<file path="src/rtl/load_extend_pkg.sv">
// Shared size encodings, lane width and offset-width helper for the load extend unit.
package load_extend_pkg;

  localparam logic [1:0] SZ_BYTE  = 2'd0;
  localparam logic [1:0] SZ_HALF  = 2'd1;
  localparam logic [1:0] SZ_WORD  = 2'd2;
  localparam logic [1:0] SZ_DWORD = 2'd3;

  localparam int LANE_W = 8;

  // Number of byte-offset bits needed to address every lane of an xlen-bit word.
  function automatic int offset_width(input int xlen);
    return $clog2(xlen / LANE_W);
  endfunction

endpackage

</file>
<file path="src/rtl/load_extend_fmt.sv">
// Combinational lane extract / sign-or-zero extend plus misalignment decode.
// Optional alignment check enabled by LOAD_EXTEND_MISALIGN_CHECK_EN.
module load_extend_fmt
  import load_extend_pkg::*;
#(
  parameter int XLEN = 32,
  parameter int OW   = offset_width(XLEN)
) (
  input  logic [XLEN-1:0] data_i,
  input  logic [OW-1:0]   addr_i,
  input  logic [1:0]      size_i,
  input  logic            uns_i,
  output logic [XLEN-1:0] res_o,
  output logic            misalign_o
);

  localparam int SW = OW + 3;

  logic [OW-1:0]   mask_lo;
  logic [OW-1:0]   addr_eff;
  logic [SW-1:0]   shamt;
  logic [SW-1:0]   msb_idx;
  logic [XLEN-1:0] shifted;
  logic [XLEN-1:0] ext;
  logic            full;
  logic            sign;

  always_comb begin
    mask_lo = '0;
    for (int i = 0; i < OW; i++) begin
      mask_lo[i] = (i < int'(size_i));
    end
    full     = (int'(size_i) >= OW);
    // Aligned accesses are unaffected by the mask; misaligned ones snap down to the size boundary.
    addr_eff = addr_i & ~mask_lo;
    shamt    = {addr_eff, 3'b000};
    shifted  = data_i >> shamt;
    case (size_i)
      SZ_BYTE:  msb_idx = SW'(7);
      SZ_HALF:  msb_idx = SW'(15);
      SZ_WORD:  msb_idx = SW'(31);
      SZ_DWORD: msb_idx = SW'(63);
      default:  msb_idx = SW'(7);
    endcase
    sign = shifted[msb_idx] & ~uns_i;
  end

  for (genvar gi = 0; gi < XLEN; gi++) begin : g_ext
    assign ext[gi] = (gi <= int'(msb_idx)) ? shifted[gi] : sign;
  end

  always_comb begin
    res_o = full ? data_i : ext;
`ifdef LOAD_EXTEND_MISALIGN_CHECK_EN
    misalign_o = !full && ((addr_i & mask_lo) != '0);
    if (misalign_o) begin
      res_o = '0;
    end
`else
    misalign_o = 1'b0;
`endif
  end

endmodule

</file>
<file path="src/rtl/load_extend_unit.sv">
// Two-stage valid/ready load-data formatter (raw request in A, formatted result in B).
// Alignment checking and the saturating misalignment counter exist only with LOAD_EXTEND_MISALIGN_CHECK_EN.
module load_extend_unit
  import load_extend_pkg::*;
#(
  parameter int XLEN  = 32,
  parameter int TAG_W = 5,
  parameter int CNT_W = 16,
  localparam int OW   = offset_width(XLEN)
) (
  input  logic             Clk,
  input  logic             Rst_n,
  input  logic             InValid,
  output logic             InReady,
  input  logic [XLEN-1:0]  InData,
  input  logic [OW-1:0]    InAddrLo,
  input  logic [1:0]       InSize,
  input  logic             InUnsigned,
  input  logic [TAG_W-1:0] InTag,
  output logic             OutValid,
  input  logic             OutReady,
  output logic [XLEN-1:0]  OutData,
  output logic [TAG_W-1:0] OutTag,
  output logic             OutMisalign,
  output logic [CNT_W-1:0] MisalignCnt
);

  logic             a_valid_q, a_valid_d;
  logic [XLEN-1:0]  a_data_q, a_data_d;
  logic [OW-1:0]    a_addr_q, a_addr_d;
  logic [1:0]       a_size_q, a_size_d;
  logic             a_uns_q, a_uns_d;
  logic [TAG_W-1:0] a_tag_q, a_tag_d;

  logic             b_valid_q, b_valid_d;
  logic [XLEN-1:0]  b_data_q, b_data_d;
  logic [TAG_W-1:0] b_tag_q, b_tag_d;
  logic             b_mis_q, b_mis_d;

  logic             b_load;
  logic             a_load;
  logic [XLEN-1:0]  fmt_res;
  logic             fmt_mis;

  load_extend_fmt #(.XLEN(XLEN)) u_fmt (
    .data_i     (a_data_q),
    .addr_i     (a_addr_q),
    .size_i     (a_size_q),
    .uns_i      (a_uns_q),
    .res_o      (fmt_res),
    .misalign_o (fmt_mis)
  );

  // Ready ripples back combinationally so a full pipe still streams one per cycle.
  assign b_load  = !b_valid_q || OutReady;
  assign a_load  = !a_valid_q || b_load;
  assign InReady = a_load;

  always_comb begin
    a_valid_d = a_valid_q;
    a_data_d  = a_data_q;
    a_addr_d  = a_addr_q;
    a_size_d  = a_size_q;
    a_uns_d   = a_uns_q;
    a_tag_d   = a_tag_q;
    b_valid_d = b_valid_q;
    b_data_d  = b_data_q;
    b_tag_d   = b_tag_q;
    b_mis_d   = b_mis_q;
    if (a_load) begin
      a_valid_d = InValid;
      if (InValid) begin
        a_data_d = InData;
        a_addr_d = InAddrLo;
        a_size_d = InSize;
        a_uns_d  = InUnsigned;
        a_tag_d  = InTag;
      end
    end
    if (b_load) begin
      b_valid_d = a_valid_q;
      if (a_valid_q) begin
        b_data_d = fmt_res;
        b_tag_d  = a_tag_q;
        b_mis_d  = fmt_mis;
      end
    end
  end

  always_ff @(posedge Clk or negedge Rst_n) begin
    if (!Rst_n) begin
      a_valid_q <= 1'b0;
      a_data_q  <= '0;
      a_addr_q  <= '0;
      a_size_q  <= '0;
      a_uns_q   <= 1'b0;
      a_tag_q   <= '0;
      b_valid_q <= 1'b0;
      b_data_q  <= '0;
      b_tag_q   <= '0;
      b_mis_q   <= 1'b0;
    end else begin
      a_valid_q <= a_valid_d;
      a_data_q  <= a_data_d;
      a_addr_q  <= a_addr_d;
      a_size_q  <= a_size_d;
      a_uns_q   <= a_uns_d;
      a_tag_q   <= a_tag_d;
      b_valid_q <= b_valid_d;
      b_data_q  <= b_data_d;
      b_tag_q   <= b_tag_d;
      b_mis_q   <= b_mis_d;
    end
  end

  assign OutValid    = b_valid_q;
  assign OutData     = b_data_q;
  assign OutTag      = b_tag_q;
  assign OutMisalign = b_mis_q;

`ifdef LOAD_EXTEND_MISALIGN_CHECK_EN
  logic [CNT_W-1:0] cnt_q, cnt_d;

  always_comb begin
    cnt_d = cnt_q;
    if (b_load && a_valid_q && fmt_mis && (cnt_q != '1)) begin
      cnt_d = cnt_q + 1'b1;
    end
  end

  always_ff @(posedge Clk or negedge Rst_n) begin
    if (!Rst_n) begin
      cnt_q <= '0;
    end else begin
      cnt_q <= cnt_d;
    end
  end

  assign MisalignCnt = cnt_q;
`else
  assign MisalignCnt = '0;
`endif

endmodule

</file>
<file path="config.mk">
export PLATFORM = sky130hd
export DESIGN_NAME = load_extend_unit
export DESIGN_NICKNAME = d
export VERILOG_FILES = /design/src/rtl/load_extend_pkg.sv /design/src/rtl/load_extend_fmt.sv /design/src/rtl/load_extend_unit.sv
export SDC_FILE = /design/constraint.sdc
export NUM_CORES = 1
export LEC_CHECK = 0
export CAP_MARGIN = 30
export CORE_AREA = 2 2 67 116
export DETAILED_ROUTE_END_ITERATION = 6
export DIE_AREA = 0 0 69 118
export DONT_BUFFER_PORTS = 1
export PLACE_DENSITY = 0.73
export SETUP_SLACK_MARGIN = 0.02
export SYNTH_ARGS = -nofsm -noshare
export SYNTH_HDL_FRONTEND = slang
export SYNTH_HIERARCHICAL = 1
export SYNTH_SLANG_ARGS = --single-unit
</file>
<file path="constraint.sdc">
create_clock -name Clk -period 1.83 [get_ports Clk]
set_input_delay 0 -clock Clk [delete_from_list [all_inputs] [get_ports Clk]]
set_output_delay 0 -clock Clk [all_outputs]
set_load 0.02 [all_outputs]
</file>
==> results.tsv <==
metric	value	unit
clk_pin_slew	60	ps
peakVddDrop	0.754	mV
syn_area_per_cell	13.8	sq um
grt_use_total	20.6	%
synth.area.mux_share	30.7	%
tritoncts	yes	
ant_nets	0	
drt_iter0_drc	162	
hold_slack	-645	ps
antenna_found_initial	0	
final_area	4800	sq um
cp_max_fo	6	
finalCoreUtilization	66.8	%
numCtsBuffers	9	
max_freq	549	MHz
worstSkewPairLatency	340	ps
r2r_cells	4	
synth-simple-area-share	6.65	%
max-clock-path-buffers	2	
drc	0	
diodes	0	
setup_viol	0	
violations	negative hold slack	
synth-seq-cells	82	
grt_first_pass_wirelength	13200	um
die_x	69	um
dieArea	8140	sq um
cts_hold_buf	45	
status	complete, but fails checks	
final_cell_mix	dfrtp_1 (81), mux2_2 (47), dlygate4sd3_1 (45), nand2_1 (32), mux2_4 (20)	
hold_path.class	primary input to async pin	
slew_viol_final	0	
wl_met2	4270	um
routed.top_layer	met4	
synth-compound-area-share	3.83	%
m1WireLength	3120	um
fin_nets	391	
final_common_cell	dfrtp_1	
grt_start_max_net_pins	83	
worst_slack	9.50	ps
yosysSeqAreaShare	51.5	%
reg2reg_from	a_addr_q[0]	
dp_slack	-5.71	ps
dr.pass1.iters	4	
synth_edf_count	0	
cap_violations	0	
crit_type	register to register	
finalWirelength	8000	um
ys.flop_type	dfrtp_1	
cts_root_buf	clkbuf_16	
core-area	7180	sq um
vias	2419	
ios	102	
htreeDepth	3	
synth_fa_ha_area_share	0	%
start_kind	register	
min_period_over_period	99.5	%
synthesis.area	3990	sq um
synth_cells	290	
globalplace.congestion	0.798	
async_flop_share	100	%
grt_pass1_vias	2576	
start_util	55.5	%
routedWlPerCell	18.4	um
num_rows	41	
synth_xor_area_share	0	%
drive_above_1_share	32.3	%
p_per_area	1240	nW/um^2
synth_top_family_by_area	multiplexers	
yosysUniqueCellTypes	32	
cts.sinks	82	
ys_warn_count	6	
end_kind	register	
wl_met3	467	um
leakage	2.12	nW
dp_hpwl	5420	um
grt_overflow_total	0	
port_buffers	0	
placed_cell_area	3990	sq um
hold_violations	82	
min_period	1820	ps
die_h	118	um
fin_tns_setup	0	ps
required	2050	ps
area_delta_synth_final	20.3	%
finClkSkew	5.54	ps
crit_arrival	2050	ps
startpoint	a_addr_q[0]	
via_per_inst	5.55	
==> path summary, 6_finish.rpt <==
path / slack (ps) / end
worst max-delay path: 10 / OutData[1]
worst min-delay path: -650 / a_data_q[5]
worst max register to register: 10 / OutData[1]
worst min register to register: 500 / OutTag[0]
max in group asynchronous: 2350 / a_addr_q[1]
min in group Clk: 80 / a_data_q[10]
==> Yosys cell counts (all sizes together) (2+ instances only) <==
library cell	count	share of area [%]
mux2	82	25
o2111ai	7	1.5
conb	2	0.19
nand2b	3	0.53
mux2i	2	0.82
clkbuf	5	0.50
o21ai	17	2.1
nand2	35	3.6
nand3	8	1.0
dfrtp	82	51
mux4	8	4.9
buf	31	6.6
==> critical path: stages, from the launching register on <==
cell and delay [ps]:
dfrtp_1 420, nor3b_4 270, buf_6 170, mux4_1 560
mux2_2 270
==> per-layer routing <==
layer / GRT usage (%) / vias up
met5: 0 / -
met3: 5.91 / 11
met2: 34.7 / 82
met4: 8.09 / 0
met1: 24.7 / 1222
li1: - / 1104
==> cell type report <==
| cell class | instances | area, sq um |
|---|---|---|
| Fill cell | 524 | 2380 |
| Clock buffer | 13 | 240 |
| Tap cell | 86 | 108 |
| Sequential cell | 82 | 2050 |
| Clock inverter | 3 | 40.0 |
| Timing Repair Buffer | 65 | 646 |
| Multi-Input combinational cell | 187 | 1710 |
==> cell families (layout without fill, tap and decap cells) <==
logic type	count (synthesis)	after routing
AND/OR/NAND/NOR	53	53
multiplexers	92	92
other	2	17
flip-flops	82	82
AO/OA/AOI/OAI	25	25
buffers and inverters	36	81
==> flip-flops by register name, indices dropped and copies added (netlist names) <==
register,flops
a_tag_q,5
OutData,32
a_addr_q,2
a_data_q,32
a_uns_q,1
a_valid_q,1
a_size_q,2
OutTag,5
OutMisalign,1
OutValid,1
==> timing repair <==
action,4_1_cts,5_1_grt
endpoints found under the hold margin,126,82
gates resized for setup,1,3
pin swaps,1,1
buffers inserted,2,5
endpoints found under the setup margin,9,22
==> report_power, final <==
group	leakage (nW)	total, W	switching, W	internal, W
combinational	1.01	0.00123	0.000462	0.000773
clock	0.138	0.00172	0.000666	0.00105
sequential	0.971	0.00298	0.000731	0.00225
total	2.12	0.00593	0.00186	0.00407
==> per-stage QoR <==
| step | power [W] | cells |
|---|---|---|
| floorplan | 0.00387 | 305 |
| global placement | 0.00406 | 368 |
| detailed placement | 0.00412 | 368 |
| CTS | 0.00594 | 431 |
| global route | 0.00622 | 436 |
| finish | 0.00593 | 436 |
No activity file was read; power rests on OpenSTA's default activity.
